### src/rtl/alarm_pkg.sv
// Shared types and helpers for the multi-channel alarm controller.
// Holds the event FSM encoding, width helpers and the trigger priority encoder.
package alarm_pkg;

    typedef enum logic [1:0] {
        IDLE    = 2'd0,
        RINGING = 2'd1,
        SNOOZED = 2'd2
    } state_t;

    function automatic int id_width(input int n);
        return (n <= 1) ? 1 : $clog2(n);
    endfunction

    function automatic int cnt_width(input int v);
        return (v < 1) ? 1 : $clog2(v + 1);
    endfunction

    // Lowest set bit wins so channel 0 has the highest priority.
    function automatic int lowest_set(input logic [31:0] v);
        int idx;
        idx = 0;
        for (int i = 31; i >= 0; i--) begin
            if (v[i]) idx = i;
        end
        return idx;
    endfunction

endpackage

### src/rtl/alarm_ring_ctrl_sync_pipe.sv
// Plain register chain used to bring bundles into the clk domain.
// The whole bundle moves together so control and data stay aligned.
module sync_pipe #(
    parameter int WIDTH  = 1,
    parameter int STAGES = 2
) (
    input  logic             clk,
    input  logic             rst_n,
    input  logic [WIDTH-1:0] d,
    output logic [WIDTH-1:0] q
);

    logic [WIDTH-1:0] pipe [STAGES];

    always_ff @(posedge clk or negedge rst_n) begin
        if (!rst_n) begin
            for (int i = 0; i < STAGES; i++) pipe[i] <= '0;
        end else begin
            pipe[0] <= d;
            for (int i = 1; i < STAGES; i++) pipe[i] <= pipe[i-1];
        end
    end

    assign q = pipe[STAGES-1];

endmodule

### src/rtl/alarm_ring_ctrl.sv
// Multi-channel alarm store with edge-triggered match and a
// ring/snooze event machine timed by an external tick.
module alarm_ring_ctrl
    import alarm_pkg::*;
#(
    parameter int DATA_W       = 16,
    parameter int NUM_ALM      = 4,
    parameter int SYNC_STAGES  = 3,
    parameter int RING_TICKS   = 60,
    parameter int SNOOZE_TICKS = 5,
    parameter int MAX_SNOOZE   = 3,
    localparam int ID_W        = id_width(NUM_ALM)
) (
    input  logic               clk,
    input  logic               rst_n,
    input  logic               load,
    input  logic [ID_W-1:0]    load_sel,
    input  logic [DATA_W-1:0]  data_in_load,
    input  logic [DATA_W-1:0]  data_in_cmp,
    input  logic [NUM_ALM-1:0] alm_en,
    input  logic               tick,
    input  logic               stop,
    input  logic               snooze,
    input  logic [ID_W-1:0]    rd_sel,
    output logic [DATA_W-1:0]  data_ring,
    output logic               ring,
    output logic [ID_W-1:0]    ring_id,
    output logic               missed
);

    localparam int CNT_MAX = (RING_TICKS > SNOOZE_TICKS) ? RING_TICKS : SNOOZE_TICKS;
    localparam int CNT_W   = cnt_width(CNT_MAX);
    localparam int SNZ_W   = cnt_width(MAX_SNOOZE);
    localparam int LD_W    = 1 + ID_W + DATA_W;

    logic [LD_W-1:0]    ld_bus;
    logic               ld;
    logic [ID_W-1:0]    ld_sel;
    logic [DATA_W-1:0]  ld_data;
    logic [DATA_W-1:0]  cmp_s;
    logic [DATA_W-1:0]  alarm [NUM_ALM];
    logic [DATA_W-1:0]  rd_val;
    logic [NUM_ALM-1:0] match, match_d, trig, losers;
    logic [ID_W-1:0]    win;

    state_t             state, state_n;
    logic [CNT_W-1:0]   cnt, cnt_n;
    logic [SNZ_W-1:0]   snz_cnt, snz_n;
    logic [ID_W-1:0]    id_n;
    logic               missed_n;

    sync_pipe #(.WIDTH(LD_W), .STAGES(SYNC_STAGES)) u_ld_sync (
        .clk   (clk),
        .rst_n (rst_n),
        .d     ({load, load_sel, data_in_load}),
        .q     (ld_bus)
    );

    sync_pipe #(.WIDTH(DATA_W), .STAGES(SYNC_STAGES)) u_cmp_sync (
        .clk   (clk),
        .rst_n (rst_n),
        .d     (data_in_cmp),
        .q     (cmp_s)
    );

    assign {ld, ld_sel, ld_data} = ld_bus;

    // Out-of-range selects match no channel, so they write nothing.
    always_ff @(posedge clk or negedge rst_n) begin
        if (!rst_n) begin
            for (int i = 0; i < NUM_ALM; i++) alarm[i] <= '0;
        end else if (ld) begin
            for (int i = 0; i < NUM_ALM; i++) begin
                if (ld_sel == ID_W'(i)) alarm[i] <= ld_data;
            end
        end
    end

    always_comb begin
        rd_val = '0;
        for (int i = 0; i < NUM_ALM; i++) begin
            if (rd_sel == ID_W'(i)) rd_val = alarm[i];
        end
    end

    always_comb begin
        match = '0;
        for (int i = 0; i < NUM_ALM; i++) begin
            match[i] = alm_en[i] && (alarm[i] == cmp_s);
        end
    end

    assign trig = match & ~match_d;
    assign win  = ID_W'(lowest_set(32'(trig)));

    always_comb begin
        losers = trig;
        for (int i = 0; i < NUM_ALM; i++) begin
            if (win == ID_W'(i)) losers[i] = 1'b0;
        end
    end

    always_ff @(posedge clk or negedge rst_n) begin
        if (!rst_n) begin
            state     <= IDLE;
            cnt       <= '0;
            snz_cnt   <= '0;
            ring_id   <= '0;
            missed    <= 1'b0;
            ring      <= 1'b0;
            data_ring <= '0;
            match_d   <= '1;
        end else begin
            state     <= state_n;
            cnt       <= cnt_n;
            snz_cnt   <= snz_n;
            ring_id   <= id_n;
            missed    <= missed_n;
            ring      <= (state == RINGING);
            data_ring <= rd_val;
            match_d   <= match;
        end
    end

    always_comb begin
        state_n  = state;
        cnt_n    = cnt;
        snz_n    = snz_cnt;
        id_n     = ring_id;
        missed_n = missed;
        if (stop) missed_n = 1'b0;
        unique case (state)
            IDLE: begin
                if (|trig) begin
                    state_n = RINGING;
                    id_n    = win;
                    cnt_n   = CNT_W'(RING_TICKS);
                    snz_n   = '0;
                    if (|losers) missed_n = 1'b1;
                end
            end
            RINGING: begin
                if (stop) begin
                    state_n = IDLE;
                end else if (snooze) begin
                    if (snz_cnt < SNZ_W'(MAX_SNOOZE)) begin
                        state_n = SNOOZED;
                        cnt_n   = CNT_W'(SNOOZE_TICKS);
                        snz_n   = snz_cnt + SNZ_W'(1);
                    end else begin
                        state_n = IDLE;
                    end
                end else if (tick) begin
                    if (cnt == CNT_W'(1)) state_n = IDLE;
                    else cnt_n = cnt - CNT_W'(1);
                end
            end
            SNOOZED: begin
                if (stop) begin
                    state_n = IDLE;
                end else if (tick) begin
                    if (cnt == CNT_W'(1)) begin
                        state_n = RINGING;
                        cnt_n   = CNT_W'(RING_TICKS);
                    end else begin
                        cnt_n = cnt - CNT_W'(1);
                    end
                end
            end
            default: state_n = IDLE;
        endcase
        // A trigger landing on a busy controller is reported, never queued.
        if (state != IDLE && |trig) missed_n = 1'b1;
    end

endmodule

### config.mk
export PLATFORM = sky130hd
export DESIGN_NAME = alarm_ring_ctrl
export DESIGN_NICKNAME = d
export VERILOG_FILES = /design/src/rtl/alarm_pkg.sv /design/src/rtl/alarm_ring_ctrl_sync_pipe.sv /design/src/rtl/alarm_ring_ctrl.sv
export SDC_FILE = /design/constraint.sdc
export NUM_CORES = 1
export LEC_CHECK = 0
export ABC_CLOCK_PERIOD_IN_PS = 3000
export CAP_MARGIN = 15
export CELL_PAD_IN_SITES_DETAIL_PLACEMENT = 0
export CELL_PAD_IN_SITES_GLOBAL_PLACEMENT = 1
export CORE_MARGIN = 2
export CORE_UTILIZATION = 35
export CTS_CLUSTER_DIAMETER = 30
export CTS_CLUSTER_SIZE = 16
export DETAILED_ROUTE_END_ITERATION = 12
export PLACE_DENSITY_LB_ADDON = 0.1
export SLEW_MARGIN = 20
export SYNTH_ARGS = -nofsm -noshare
export SYNTH_HDL_FRONTEND = slang
export SYNTH_SLANG_ARGS = --single-unit
### constraint.sdc
create_clock -name clk -period 3 [get_ports clk]
set_input_delay 0.75 -clock clk [delete_from_list [all_inputs] [get_ports clk]]
set_output_delay 0.75 -clock clk [all_outputs]
set_load 0.03 [all_outputs]
==> impl_metrics.yaml <==
sta:
  post-route-min-period_ns: 2.70
  setup_viol: 0
  fin_crit_sh_pct: 90.1
  setup_ws_ns: 0.297
  clock_skew_ns: 0.0100
  rsz0062_at_grt: "no"
  tightestPinTransition_ns: 0.527
  slew_headroom_pct: 64.6
  fmax_mhz: 370
  slew_viol_final: 0
  hold_viol_final: 0
outcome:
  outcome: "completed"
drt:
  ant_nets: 0
  routed_wl_um: 16900
  dr.first_iter.drc_count: 135
  vias_per_cell: 4.75
  dr.pass1.iters: 4
  drc: 0
  wl_per_cell_um: 17.9
  vias: 4487
floorplan:
  io_pins: 66
  die_h_um: 153
  start_util_pct: 35.7
  die_w_um: 153
  num_rows: 54
  fp.coreArea_um2: 21800
  dieArea_um2: 23400
clock_tree:
  clk_path_buf_depth: 3
  clock-root-buffer: "clkbuf_16"
  clk_pin_slew_ns: 0.05
  cts_tree: "built"
  clock_sinks: 203
  cts_made_buffers: 47
  ctsHoldBuffers: 0
  clk-insertion-delay-late_ns: 0.51
  cts_setup_buffers: 0
  cts_max_level: 2
  cts_resized: 0
setup_path:
  criticalPathCategory: "reg -> reg"
  crit_slowest_cell: "nor4_1"
  critPathTopFamily: "simple AND/OR/NAND/NOR gates"
  path_cells: "xor2_1 > nor4_1 > nand3b_1 > nor4_4 > nor4_2 > a21oi_2 > mux2_2"
  arrival_ns: 3.09
  worst_ep_required_time_ns: 3.39
  worstPathMaxFanout: 5
  cpPeakStageDelay_ns: 0.51
  startpoint_type: "register"
  crit_path_end_kind: "register"
  worst-path-buf-inv: 0
logic_synthesis:
  synthCells: 516
  synth.net_count: 569
  synth-edff-count: 0
  ys_seq_elements: 203
  synth_area_um2: 7780
  syn_area_per_cell_um2: 15.1
  ys_types: 56
  ys_seq_area_share_pct: 65.3
  ys_async_sr_fraction_pct: 100
  ys.flop_type: "dfrtp_1"
  ys_warn_count: 0
global_routing:
  grt_max_degree: 57
  antenna_found_initial: 0
  track_usage_pct: 14.9
  grt_overflow: 0
  grt_pass1_vias: 4949
  grt_pass1_wl_um: 27200
finish:
  fillers: 1902
  final_common_cell: "dfrtp_1"
  most-common-layout-cells: "dfrtp_1 (199), mux2_2 (64), clkdlybuf4s50_1 (64)"
  final_cell_area_um2: 10500
  diodes: 0
  drive_gt1_share_pct: 29.8
  syn2layout_area_growth_pct: 35.3
  finalNetCount: 680
placed_design:
  placed_cell_area_um2: 8870
  gp_congestion: 0.816
  preCtsSetupSlack_ns: -0.0785
  port_buffers: 65
  hpwlAfterDp_um: 11300
run:
  cap_violations: 0
pwr:
  p_leak_nw: 4.38
  power.density_nw_per_um2: 928
  peakVddDrop_uv: 597
min_path:
  worstHoldPathType: "in -> async"
==> state kept, by name (all words and copies together) (netlist names) <==
signal,cells
state,2
missed,1
u_ld_sync.q,19
u_cmp_sync.q,16
cnt,6
ring,1
alarm,64
ring_id,2
match_d,4
u_ld_sync.pipe,38
u_cmp_sync.pipe,32
snz_cnt,2
data_ring,16
==> layer usage <==
| metal | vias up | part of all wire (%) | track usage, % |
|---|---|---|---|
| li1 | 2075 | - | - |
| met1 | 2256 | 45 | 20.0 |
| met2 | 118 | 48 | 23.7 |
| met3 | 38 | 4.7 | 3.37 |
| met4 | 0 | 2.6 | 5.82 |
| met5 | - | 0 | 0 |
==> synthesized netlist by cell type (3+ instances only) <==
master / count / area share (%)
nand4_1: 7 / 0.56
nor2b_1: 3 / 0.24
o211ai_1: 3 / 0.29
nand3_1: 12 / 0.77
o21bai_1: 4 / 0.39
inv_1: 14 / 0.68
xor2_1: 15 / 1.7
clkbuf_1: 13 / 0.63
nand3b_1: 6 / 0.58
nor3_1: 6 / 0.39
buf_2: 4 / 0.26
nor4_1: 7 / 0.56
mux4_2: 16 / 4.6
mux2_2: 64 / 9.3
or3_1: 3 / 0.24
ha_1: 7 / 1.1
nand2_1: 15 / 0.72
nor2_1: 9 / 0.43
dfstp_2: 4 / 1.4
a21oi_1: 9 / 0.58
xnor2_1: 42 / 4.7
o21a_1: 5 / 0.48
dfrtp_1: 199 / 64
nand2b_1: 4 / 0.32
nor4_4: 3 / 0.82
o21ai_0: 5 / 0.32
==> where the power goes <==
group / switching, mW / total [mW] / internal [mW]
Clock: 1.54 / 5.15 / 3.61
Sequential: 0.262 / 3.34 / 3.08
Combinational: 0.632 / 1.27 / 0.641
Total: 2.43 / 9.76 / 7.33
==> final timing paths <==
check	cells past startpoint	from	slack, ns	endpoint
worst max-delay path	7	u_cmp_sync.q[13]	0.30	snz_cnt[0]
worst min-delay path	1	rst_n	0.22	cnt[1]
worst max register to register	7	u_cmp_sync.q[13]	0.30	snz_cnt[0]
worst min register to register	0	u_ld_sync.pipe[33]	0.34	u_ld_sync.q[14]
max in group asynchronous	2	rst_n	2.06	match_d[1]
min in group clk	0	u_ld_sync.pipe[33]	0.34	u_ld_sync.q[14]
==> stage by stage <==
step           utilization (%)  hold slack (ns)  total power [mW]  TNS (ns)  std cells
2_1_floorplan                -            0.331              4.13         0        516
3_3_place_gp              40.7            0.331              4.65    -0.261        858
3_5_place_dp              40.7            0.335              4.67    -0.311        858
4_1_cts                   48.2            0.226              9.91         0        945
5_1_grt                   48.2            0.238              10.2         0        945
6_report                  48.2            0.221              9.76         0        945
==> layout make-up <==
type	instances	area (µm²)	share of cell area (%)
clock buffer	59	1310	12.5
timing repair buffer	83	827	7.86
clock inverter	28	338	3.21
inverter	15	56.3	0.535
sequential	203	5080	48.3
multi-input combinational	277	2560	24.3
tap	280	350	3.33
==> kinds of logic after synthesis <==
group                    count (synthesis)  share of synthesized area, %
flip-flops                             203                          65.3
adder cells (fa/ha/maj)                  8                          1.25
AND/OR/NAND/NOR                         86                          6.90
AO/OA/AOI/OAI                           44                          4.07
XOR/XNOR                                57                          6.42
multiplexers                            82                          14.2
buffers and inverters                   36                          1.87
No activity file was read; power rests on OpenSTA's default activity.
